**src/rtl/gaplus_inp_pkg.sv**
```systemverilog
// Shared types and bit positions for the Gaplus input conditioning stage.
// The SOCD helper lives here so both player paths use the same rule.
package gaplus_inp_pkg;

    typedef enum logic [1:0] {
        IDLE,
        PULSE,
        GAP
    } coin_state_t;

    localparam int IDX_UP    = 0;
    localparam int IDX_RIGHT = 1;
    localparam int IDX_DOWN  = 2;
    localparam int IDX_LEFT  = 3;
    localparam int IDX_TRIG  = 4;

    localparam int IDX_START1 = 0;
    localparam int IDX_START2 = 1;
    localparam int IDX_COIN   = 2;

    // Opposing directions cancel; a single direction or the trigger passes through.
    function automatic logic [4:0] socd_clean(input logic [4:0] d);
        logic [4:0] r;
        r[IDX_TRIG]  = d[IDX_TRIG];
        r[IDX_UP]    = d[IDX_UP]    & ~d[IDX_DOWN];
        r[IDX_DOWN]  = d[IDX_DOWN]  & ~d[IDX_UP];
        r[IDX_LEFT]  = d[IDX_LEFT]  & ~d[IDX_RIGHT];
        r[IDX_RIGHT] = d[IDX_RIGHT] & ~d[IDX_LEFT];
        return r;
    endfunction

endpackage

```
**src/rtl/gaplus_inp_cond_if.sv**
```systemverilog
// Link between the input stage and one coin pulser: the stage supplies the
// debounced coin edge and frame tick, the pulser returns its pulse and entry strobe.
interface gaplus_inp_cond_if;

    logic coin_edge;
    logic frame_tick;
    logic pulse;
    logic enter;

    modport master (
        output coin_edge,
        output frame_tick,
        input  pulse,
        input  enter
    );

    modport slave (
        input  coin_edge,
        input  frame_tick,
        output pulse,
        output enter
    );

endinterface

```
**src/rtl/gaplus_inp_cond_coin.sv**
```systemverilog
// Coin pulser: turns a debounced coin edge into a frame-timed pulse followed by
// a forced gap, with a one-deep pending slot for edges seen while busy.
module coin_pulser
    import gaplus_inp_pkg::*;
#(
    parameter int COIN_FRAMES = 4,
    parameter int COIN_GAP    = 4
) (
    input  logic               clk,
    input  logic               rst_n,
    gaplus_inp_cond_if.slave   cp
);

    localparam logic [3:0] PULSE_LAST = 4'(COIN_FRAMES - 1);
    localparam logic [3:0] GAP_LAST   = 4'(COIN_GAP - 1);

    coin_state_t state_q, state_d;
    logic [3:0]  fc_q, fc_d;
    logic        pending_q, pending_d;
    logic        pulse_q;
    logic        enter_c;

    // NOTE: every variable gets a default at the top of an always_comb so no path infers a latch.
    always_comb begin
        state_d   = state_q;
        fc_d      = fc_q;
        pending_d = pending_q;
        enter_c   = 1'b0;
        unique case (state_q)
            IDLE: begin
                // A pending flag here is an edge that landed on the GAP->IDLE cycle.
                if (cp.coin_edge || pending_q) begin
                    state_d   = PULSE;
                    fc_d      = '0;
                    pending_d = 1'b0;
                    enter_c   = 1'b1;
                end
            end
            PULSE: begin
                if (cp.coin_edge) pending_d = 1'b1;
                if (cp.frame_tick) begin
                    if (fc_q == PULSE_LAST) begin
                        state_d = GAP;
                        fc_d    = '0;
                    end else begin
                        fc_d = fc_q + 4'd1;
                    end
                end
            end
            GAP: begin
                if (cp.coin_edge) pending_d = 1'b1;
                if (cp.frame_tick) begin
                    if (fc_q == GAP_LAST) begin
                        fc_d = '0;
                        if (pending_q) begin
                            state_d   = PULSE;
                            pending_d = 1'b0;
                            enter_c   = 1'b1;
                        end else begin
                            state_d = IDLE;
                        end
                    end else begin
                        fc_d = fc_q + 4'd1;
                    end
                end
            end
            default: state_d = IDLE;
        endcase
    end

    // NOTE: sequential state is written only with non-blocking assignments so every flop samples pre-edge values.
    always_ff @(posedge clk or negedge rst_n) begin
        if (!rst_n) begin
            state_q   <= IDLE;
            fc_q      <= '0;
            pending_q <= 1'b0;
            pulse_q   <= 1'b0;
        end else begin
            state_q   <= state_d;
            fc_q      <= fc_d;
            pending_q <= pending_d;
            pulse_q   <= (state_d == PULSE);
        end
    end

    assign cp.pulse = pulse_q;
    assign cp.enter = enter_c;

endmodule

```
**src/rtl/gaplus_inp_cond.sv**
```systemverilog
// Gaplus input conditioning: synchronise, debounce and SOCD-clean the player
// controls, and turn coin presses into frame-timed pulses for INP2.
module gaplus_inp_cond
    import gaplus_inp_pkg::*;
#(
    parameter int DEB_CYCLES   = 48000,
    parameter int COIN_FRAMES  = 4,
    parameter int COIN_GAP     = 4,
    parameter bit SOCD_NEUTRAL = 1'b1
) (
    input  logic       MCLK,
    input  logic       RESET_N,
    input  logic       VBLK,
    input  logic [4:0] RAW_P1,
    input  logic [4:0] RAW_P2,
    input  logic [1:0] RAW_COIN,
    input  logic [1:0] RAW_START,
    output logic [4:0] INP0,
    output logic [4:0] INP1,
    output logic [2:0] INP2,
    output logic [7:0] COIN_CNT
);

    localparam int         NRAW     = 14;
    localparam int         B_P2     = 5;
    localparam int         B_COIN   = 10;
    localparam int         B_START  = 12;
    localparam logic [15:0] DEB_LAST = 16'(DEB_CYCLES - 1);

    logic [NRAW-1:0] raw, sync1_q, sync2_q, stable;

    assign raw = {RAW_START, RAW_COIN, RAW_P2, RAW_P1};

    always_ff @(posedge MCLK or negedge RESET_N) begin
        if (!RESET_N) begin
            sync1_q <= '0;
            sync2_q <= '0;
        end else begin
            sync1_q <= raw;
            sync2_q <= sync1_q;
        end
    end

    // A bit is accepted only after the synced level differs for DEB_CYCLES straight cycles.
    for (genvar i = 0; i < NRAW; i++) begin : g_deb
        logic [15:0] cnt_q, cnt_d;
        logic        stable_q, stable_d;

        always_comb begin
            cnt_d    = cnt_q;
            stable_d = stable_q;
            if (sync2_q[i] == stable_q) begin
                cnt_d = '0;
            end else if (cnt_q == DEB_LAST) begin
                stable_d = sync2_q[i];
                cnt_d    = '0;
            end else begin
                cnt_d = cnt_q + 16'd1;
            end
        end

        always_ff @(posedge MCLK or negedge RESET_N) begin
            if (!RESET_N) begin
                cnt_q    <= '0;
                stable_q <= 1'b0;
            end else begin
                cnt_q    <= cnt_d;
                stable_q <= stable_d;
            end
        end

        assign stable[i] = stable_q;
    end

    logic [1:0] coin_stable, coin_prev_q, coin_edge;
    logic       vblk_q, frame_tick;

    assign coin_stable = stable[B_COIN +: 2];
    assign coin_edge   = coin_stable & ~coin_prev_q;
    assign frame_tick  = VBLK & ~vblk_q;

    // vblk_q resets high so a VBLK already high at release is not mistaken for a new frame.
    always_ff @(posedge MCLK or negedge RESET_N) begin
        if (!RESET_N) begin
            coin_prev_q <= '0;
            vblk_q      <= 1'b1;
        end else begin
            coin_prev_q <= coin_stable;
            vblk_q      <= VBLK;
        end
    end

    gaplus_inp_cond_if coin1_if ();
    gaplus_inp_cond_if coin2_if ();

    assign coin1_if.coin_edge  = coin_edge[0];
    assign coin1_if.frame_tick = frame_tick;
    assign coin2_if.coin_edge  = coin_edge[1];
    assign coin2_if.frame_tick = frame_tick;

    coin_pulser #(
        .COIN_FRAMES (COIN_FRAMES),
        .COIN_GAP    (COIN_GAP)
    ) u_coin1 (
        .clk   (MCLK),
        .rst_n (RESET_N),
        .cp    (coin1_if.slave)
    );

    coin_pulser #(
        .COIN_FRAMES (COIN_FRAMES),
        .COIN_GAP    (COIN_GAP)
    ) u_coin2 (
        .clk   (MCLK),
        .rst_n (RESET_N),
        .cp    (coin2_if.slave)
    );

    logic [4:0] inp0_q, inp0_d, inp1_q, inp1_d;
    logic [2:0] inp2_q, inp2_d;
    logic [7:0] coin_cnt_q, coin_cnt_d;

    always_comb begin
        inp0_d = SOCD_NEUTRAL ? socd_clean(stable[4:0]) : stable[4:0];
        inp1_d = SOCD_NEUTRAL ? socd_clean(stable[B_P2 +: 5]) : stable[B_P2 +: 5];
        inp2_d             = '0;
        inp2_d[IDX_START1] = stable[B_START];
        inp2_d[IDX_START2] = stable[B_START + 1];
        inp2_d[IDX_COIN]   = coin1_if.pulse | coin2_if.pulse;
        coin_cnt_d = coin_cnt_q + 8'(coin1_if.enter) + 8'(coin2_if.enter);
    end

    always_ff @(posedge MCLK or negedge RESET_N) begin
        if (!RESET_N) begin
            inp0_q     <= '0;
            inp1_q     <= '0;
            inp2_q     <= '0;
            coin_cnt_q <= '0;
        end else begin
            inp0_q     <= inp0_d;
            inp1_q     <= inp1_d;
            inp2_q     <= inp2_d;
            coin_cnt_q <= coin_cnt_d;
        end
    end

    assign INP0     = inp0_q;
    assign INP1     = inp1_q;
    assign INP2     = inp2_q;
    assign COIN_CNT = coin_cnt_q;

endmodule
```
**config.mk**
```make
export PLATFORM = sky130hd
export DESIGN_NAME = gaplus_inp_cond
export DESIGN_NICKNAME = d
export VERILOG_FILES = /design/src/rtl/gaplus_inp_pkg.sv /design/src/rtl/gaplus_inp_cond_if.sv /design/src/rtl/gaplus_inp_cond_coin.sv /design/src/rtl/gaplus_inp_cond.sv
export SDC_FILE = /design/constraint.sdc
export NUM_CORES = 1
export LEC_CHECK = 0
export BUFFER_PORTS_ARGS = -buffer_cell sky130_fd_sc_hd__buf_4
export CELL_PAD_IN_SITES_DETAIL_PLACEMENT = 1
export CELL_PAD_IN_SITES_GLOBAL_PLACEMENT = 1
export CORE_AREA = 2 2 195 197
export DETAILED_ROUTE_END_ITERATION = 10
export DIE_AREA = 0 0 197 199
export PLACE_DENSITY_LB_ADDON = 0.08
export SLEW_MARGIN = 20
export SYNTH_ARGS = -nofsm -noshare
export SYNTH_HDL_FRONTEND = slang
export SYNTH_SLANG_ARGS = --single-unit
```
**constraint.sdc**
```tcl
create_clock -name MCLK -period 3 [get_ports MCLK]
set_input_delay 0.3 -clock MCLK [delete_from_list [all_inputs] [get_ports MCLK]]
set_output_delay 0.3 -clock MCLK [all_outputs]
set_load 0.005 [all_outputs]
```
Word level (Yosys, flattened, before mapping)
Cells that the tools add are included.
Widths: inputs -> output; s select.
{ "word_totals": {"elab_cells": 237, "output_inout_bits": 21, "in_bits": 17, "register_bits": 306} }
{ "classes": {"mux": 72, "reduce_logical": 28, "n_addsub": 18, "bitwise_logic": 35, "eq_ne": 40} }
{ "op_table": {"columns": ["op", "count"], "rows": [
  ["$mux 16", 28],
  ["$add 16x1->16 const B", 14],
  ["$eq 16x16->1 const B", 14],
  ["$reduce_and 2->1", 16],
  ["$mux 4", 6],
  ["$not 1->1", 23],
  ["$mux 1", 20],
  ["$mux 2", 10],
  ["$add 8x1->8", 2],
  ["$pmux 4 s2", 2],
  ["$eq 1x1->1", 14],
  ["$pmux 2 s3", 2],
  ["$and 1x1->1", 9],
  ["$add 4x1->4 const B", 2],
  ["$eq 2x1->1 const B", 4],
  ["$eq 4x2->1 const B", 2],
  ["$ne 2x1->1 const B", 4],
  ["$pmux 1 s3", 2],
  ["$reduce_and 3->1", 2],
  ["$reduce_bool 3->1", 2],
  ["$eq 2x2->1 const B", 2],
  ["$logic_not 2->1", 2],
  ["$pmux 1 s2", 2],
  ["$reduce_bool 2->1", 2],
  ["5 further kinds", 7]
]} }

Logic depth before layout (Yosys ltp)
{ "logic_depth": {"word_depth": 7, "mapped_depth": 10, "mapped_depth_nobuf": 10} }

Cells and area by module
From an unflattened synthesis, not the netlist that was laid out.
{ "hier_totals": {"hier_cells": 1344, "area_unflattened_um2": 13967.1} }
{ "by_module_without_submodules": {"columns": ["mod", "cells_each", "instances", "seq_area_each_um2", "area_each_um2"], "rows": [
  ["gaplus_inp_cond", 1242, 1, 7258.2, 12908.6],
  ["coin_pulser", 51, 2, 200.2, 529.3]
]} }

Worst setup path before layout
OpenSTA, ideal clock, no wires.
{ "synth_path": {"path_type": "register to register", "from": "reg u_coin2.fc_q[0]", "to": "reg coin_cnt_q[6] (netlist: COIN_CNT[6])", "synth_period_minus_slack_ns": 2.454, "setup_time_ns": 0.123, "arrival_time_ns": 2.331, "stages_incl_launch_ff": 11, "required_ns": 2.877, "slack_ns": 0.546, "n_path_buf": 0, "path_cell_list": "dfrtp_1 > ha_1 > nor3b_1 > a31o_2 > a22oi_1 > fa_1 > inv_1 > ha_1 > and3_1 > nand3_1 > xnor2_1"} }
{ "synth_via": {"elab_chain_len": 5} }
{ "synth_rtl": {"columns": ["element", "line", "source"], "rows": [
  ["start, declared", "gaplus_inp_cond_coin.sv:18", "logic [3:0] fc_q, fc_d;"],
  ["start signal, assigned", "gaplus_inp_cond_coin.sv:75", "fc_q <= '0;"],
  ["start signal, assigned", "gaplus_inp_cond_coin.sv:80", "fc_q <= fc_d;"],
  ["$eq 4x2->1", "gaplus_inp_cond_coin.sv:53", "if (fc_q == GAP_LAST) begin"],
  ["$mux 1", "gaplus_inp_cond_coin.sv:53", null],
  ["$mux 1", "gaplus_inp_cond_coin.sv:52", "if (cp.frame_tick) begin"],
  ["$pmux 1 s2", "gaplus_inp_cond_coin.sv:29", "unique case (state_q)"],
  ["$add 8x1->8", "gaplus_inp_cond.sv:130", "coin_cnt_d = coin_cnt_q + 8'(coin1_if.enter) + 8'(coin2_if.enter);"],
  ["via coin_cnt_d[6]", "gaplus_inp_cond.sv:121", "logic [7:0] coin_cnt_q, coin_cnt_d;"],
  ["end signal, assigned", "gaplus_inp_cond.sv:143", "coin_cnt_q <= coin_cnt_d;"],
  ["end, declared", "gaplus_inp_cond.sv:121", null]
]} }
The timed path passes the listed nets, and every way through them passes these cells.
A chain may end at the register's enable or synchronous reset.

Worst setup path in the final report
{ "layout_path": {"from": "reg u_coin1.fc_q[0]", "to": "reg coin_cnt_q[6] (netlist: COIN_CNT[6])"} }
{ "layout_via": {"elab_chain_len": 6} }
{ "layout_rtl": {"columns": ["element", "line"], "rows": [
  ["start, declared", "gaplus_inp_cond_coin.sv:18"],
  ["start signal, assigned", "gaplus_inp_cond_coin.sv:75"],
  ["start signal, assigned", "gaplus_inp_cond_coin.sv:80"],
  ["$eq 4x2->1", "gaplus_inp_cond_coin.sv:53"],
  ["$mux 1", "gaplus_inp_cond_coin.sv:53"],
  ["$mux 1", "gaplus_inp_cond_coin.sv:52"],
  ["$pmux 1 s2", "gaplus_inp_cond_coin.sv:29"],
  ["$add 8x1->8 (2 in series)", "gaplus_inp_cond.sv:130"],
  ["via coin_cnt_d[6]", "gaplus_inp_cond.sv:121"]
]} }
The timed path passes the listed nets, and every way through them passes these cells.

==> metrics <==
Leak Pwr between 6 and 7 nW; Die Footprint 39200 um2; starting DRC count in detailed routing between 300 and 400; TritonCTS clock tree built; cell area after placement approximately 15000 um2; mapped cell area around 14000 um2; worst setup margin 0.575 ns; cell at the root of the clock tree clkbuf_16; Fin Clk Skew 0.0176 ns; maximum fanout encountered on the critical timing path 4; beginning of the critical path u_coin1.fc_q[0]; sequential area share after synthesis between 50% and 60%; ANT cells 0; Min Clock Period, post-route about 2.4 ns; DP Worst Slack 0.582 ns; cell types occupying the most area after synthesis dfrtp_1 (55%), xnor2_1 (11%), nor2_1 (7.1%); largest stage delay on the critical path about 0.40 ns; Pint 0.00764 W; share of flip-flops with an asynchronous set or reset 100%; proportion of power drawn by the clock network a little under half; GRT Util Overall 15.4%; initial antenna violation count 0; row count 71; number of nets in the synthesized netlist about 1400; post-synthesis cell type with the largest combined area dfrtp_1; Floorplan Core Area about 37000 um2; endpoints failing setup 0; number of buffers added on ports 37; arrival time of the worst setup path 2.84 ns; synthesis-to-layout area growth 16.8%; RSZ-0062 raised after global routing false; maximum frequency from static timing analysis 0.412 GHz; Remaining DRCs 0; Yosys top cell area share a little over half; worst min path class in -> async; Worst setup SP type flop; vias in the first global route a little over 10000; most used standard cells in the synthesized netlist dfrtp_1 (305), nor2_1 (265), xnor2_1 (171); number of nets in the final layout 1476; combinational share of power ~7.7%; transition time at the pin with the least slew margin 0.656 ns; run status complete, no violations; number of warnings issued by yosys 0; most common cell in the synthesized netlist dfrtp_1; element type at the critical path end flop; via density per instance slightly above 5; Final Cycle Share approximately four fifths; pin count of the biggest net entering global routing 77; Clock Latency Late Sink between 0.5 and 0.6 ns; source of the worst register-to-register timing path u_coin1.fc_q[0]; prevailing post-synth register cell dfrtp_1; max-slew violation count 0; power density over the cells around 610 nW/um2; setup TNS after final layout 0 ns; I/O pin cnt 38; Critical Path, Cell by Cell ha_1, nor3b_1, nand4_1, and2_1, fa_1, inv_1, ha_1, and3_1, nand3_1, xnor2_1; Worst-path clk slew approximately 0.06 ns; number of violations of the max-capacitance limit 0; FF-to-FF path depth 10; Critical Path Slowest Stage Cell fa_1; worst-case clock buffer depth 3; routed via count 9756; share of power burned in registers approximately 44%; switching fraction of total power 23.4%; maximum level of the CTS H-tree 2; number of unique standard cell types used by synthesis 53; number of enable-type register cells in the synthesized netlist 0; placer's final routability congestion estimate ~0.73; global-route wire length before repair 50300 um; Seq cells post-synth approximately 310; number of sinks driven by the clock tree roughly 310; TritonCTS buffer count 37; total gr overflow 0; Hold Vio Cnt, Final 0; final wirelength 28200 um; Required @ worst endpoint ~3.4 ns; initial core utilization around 38%; setup fix buffers added after clock tree synthesis 0; Non-Filler Cell Area, Final about 16000 um2; cell mode on critical path ha_1; post-route ant nets 0; fraction of layout instances using a drive strength above 1 roughly a tenth; Worst Path Class, Setup reg -> reg; IR Drop Worst-Case VDD about 0.00037 V; number of instances in the synthesized netlist 1350; post-detail-place hpwl ~18000 um; average cell area after synthesis a little over 10 um2; per-cell routed wire length about 15 um; power spent charging and discharging nets approximately 0.0023 W; number of iterations in the first detailed-routing pass 4; relative slew slack around 56%; Chip Width just under 200 um; die height between 150 and 200 um
-- power by group through the flow --
stage	registers, W	clock network [W]	logic (W)
floorplan	0.00447	0	0.000479
detailed placement	0.00450	0	0.000762
global placement	0.00449	0	0.000753
global route	0.00445	0.00514	0.000880
CTS	0.00443	0.00499	0.000792
finish	0.00443	0.00479	0.000767
-- cell families (layout without fill, tap and decap cells) --
kind of cell / after synthesis / in the layout / synth area share [%]
xor gates and xnor gates: 211 / 211 / 13.2
adders and majority gates: 27 / 27 / 2.47
AOI/OAI and AO/OA: 58 / 58 / 3.17
buffers and inverters: 77 / 187 / 2.36
DFF: 306 / 306 / 54.8
and+or+nand+nor: 656 / 656 / 22.8
muxes: 15 / 15 / 1.21
-- flip-flops by register name (all words and copies together), names as in the netlist --
signal / count
COIN_CNT: 8
INP0: 5
INP1: 5
INP2: 3
coin_prev_q: 2
g_deb.cnt_q: 224
g_deb.stable_q: 14
sync1_q: 14
sync2_q: 14
u_coin1.cp.pulse: 1
u_coin1.fc_q: 4
u_coin1.pending_q: 1
u_coin1.state_q: 2
u_coin2.cp.pulse: 1
u_coin2.fc_q: 4
u_coin2.pending_q: 1
u_coin2.state_q: 2
vblk_q: 1
-- final timing paths --
kind	endpoint	slack, ns
worst min register to register	sync2_q[7]	0.35
worst max register to register	COIN_CNT[6]	0.58
max in group asynchronous	sync1_q[1]	1.79
min in group MCLK	sync2_q[7]	0.35
worst max-delay path	COIN_CNT[6]	0.58
worst min-delay path	g_deb[8].cnt_q[6]	0.32
-- cell type report --
cell class	count	area, um2
fill	4047	20800
sequential	306	7660
multi-input combinational	967	6000
clock buffer	55	1130
tap	474	593
timing repair buffer	61	543
inverter	59	221
clock inverter	12	198
-- worst max-delay path: cells and delay by family, from the launching register on --
kind	cells	cell delay, ns
buffers and inverters	1	0.07
DFF	1	0.39
adders and majority gates	3	0.76
xor gates and xnor gates	1	0.13
and+or+nand+nor	5	0.96
-- layer usage --
layer,wire length [um],vias up,GRT usage (%)
li1,-,4787,-
met1,13900,4849,20.7
met2,12900,75,25.0
met3,763,45,2.70
met4,703,0,5.68
met5,0,-,0
-- placed cells by master (no fill, tap or decap), types with 9 or more instances in the layout --
cell type | Yosys | final
dlygate4sd3_1 | 0 | 16
nor3_1 | 38 | 38
mux2_2 | 15 | 15
xor2_1 | 40 | 40
xnor2_1 | 171 | 171
nand2_1 | 55 | 55
nand4_1 | 59 | 59
clkbuf_8 | 0 | 9
nor2b_1 | 15 | 15
a31o_2 | 10 | 10
clkbuf_16 | 0 | 39
nand3_1 | 92 | 92
dfrtp_1 | 305 | 305
nand2b_1 | 11 | 11
and3_1 | 26 | 26
ha_1 | 26 | 26
nor4_1 | 67 | 67
buf_4 | 1 | 41
inv_1 | 59 | 59
nor2_1 | 265 | 265
-- per-stage QoR --
| step | hold slack [ns] | total power (W) | utilization, % | cells |
|---|---|---|---|---|
| floorplan | 0.00441 | 0.00495 | - | 1350 |
| global placement | 0.328 | 0.00524 | 40.0 | 1851 |
| detailed placement | 0.332 | 0.00526 | 40.0 | 1851 |
| CTS | 0.345 | 0.0102 | 44.0 | 1934 |
| global route | 0.357 | 0.0105 | 44.0 | 1934 |
| finish | 0.322 | 0.00998 | 44.0 | 1934 |
-- repair_timing --
| item | 4_1_cts | 5_1_grt |
|---|---|---|
| endpoints found under the hold margin | 87 | 0 |
| resized for setup | 0 | 0 |
| hold buffers | 16 | 0 |
(Power assumes the default switching activity.)
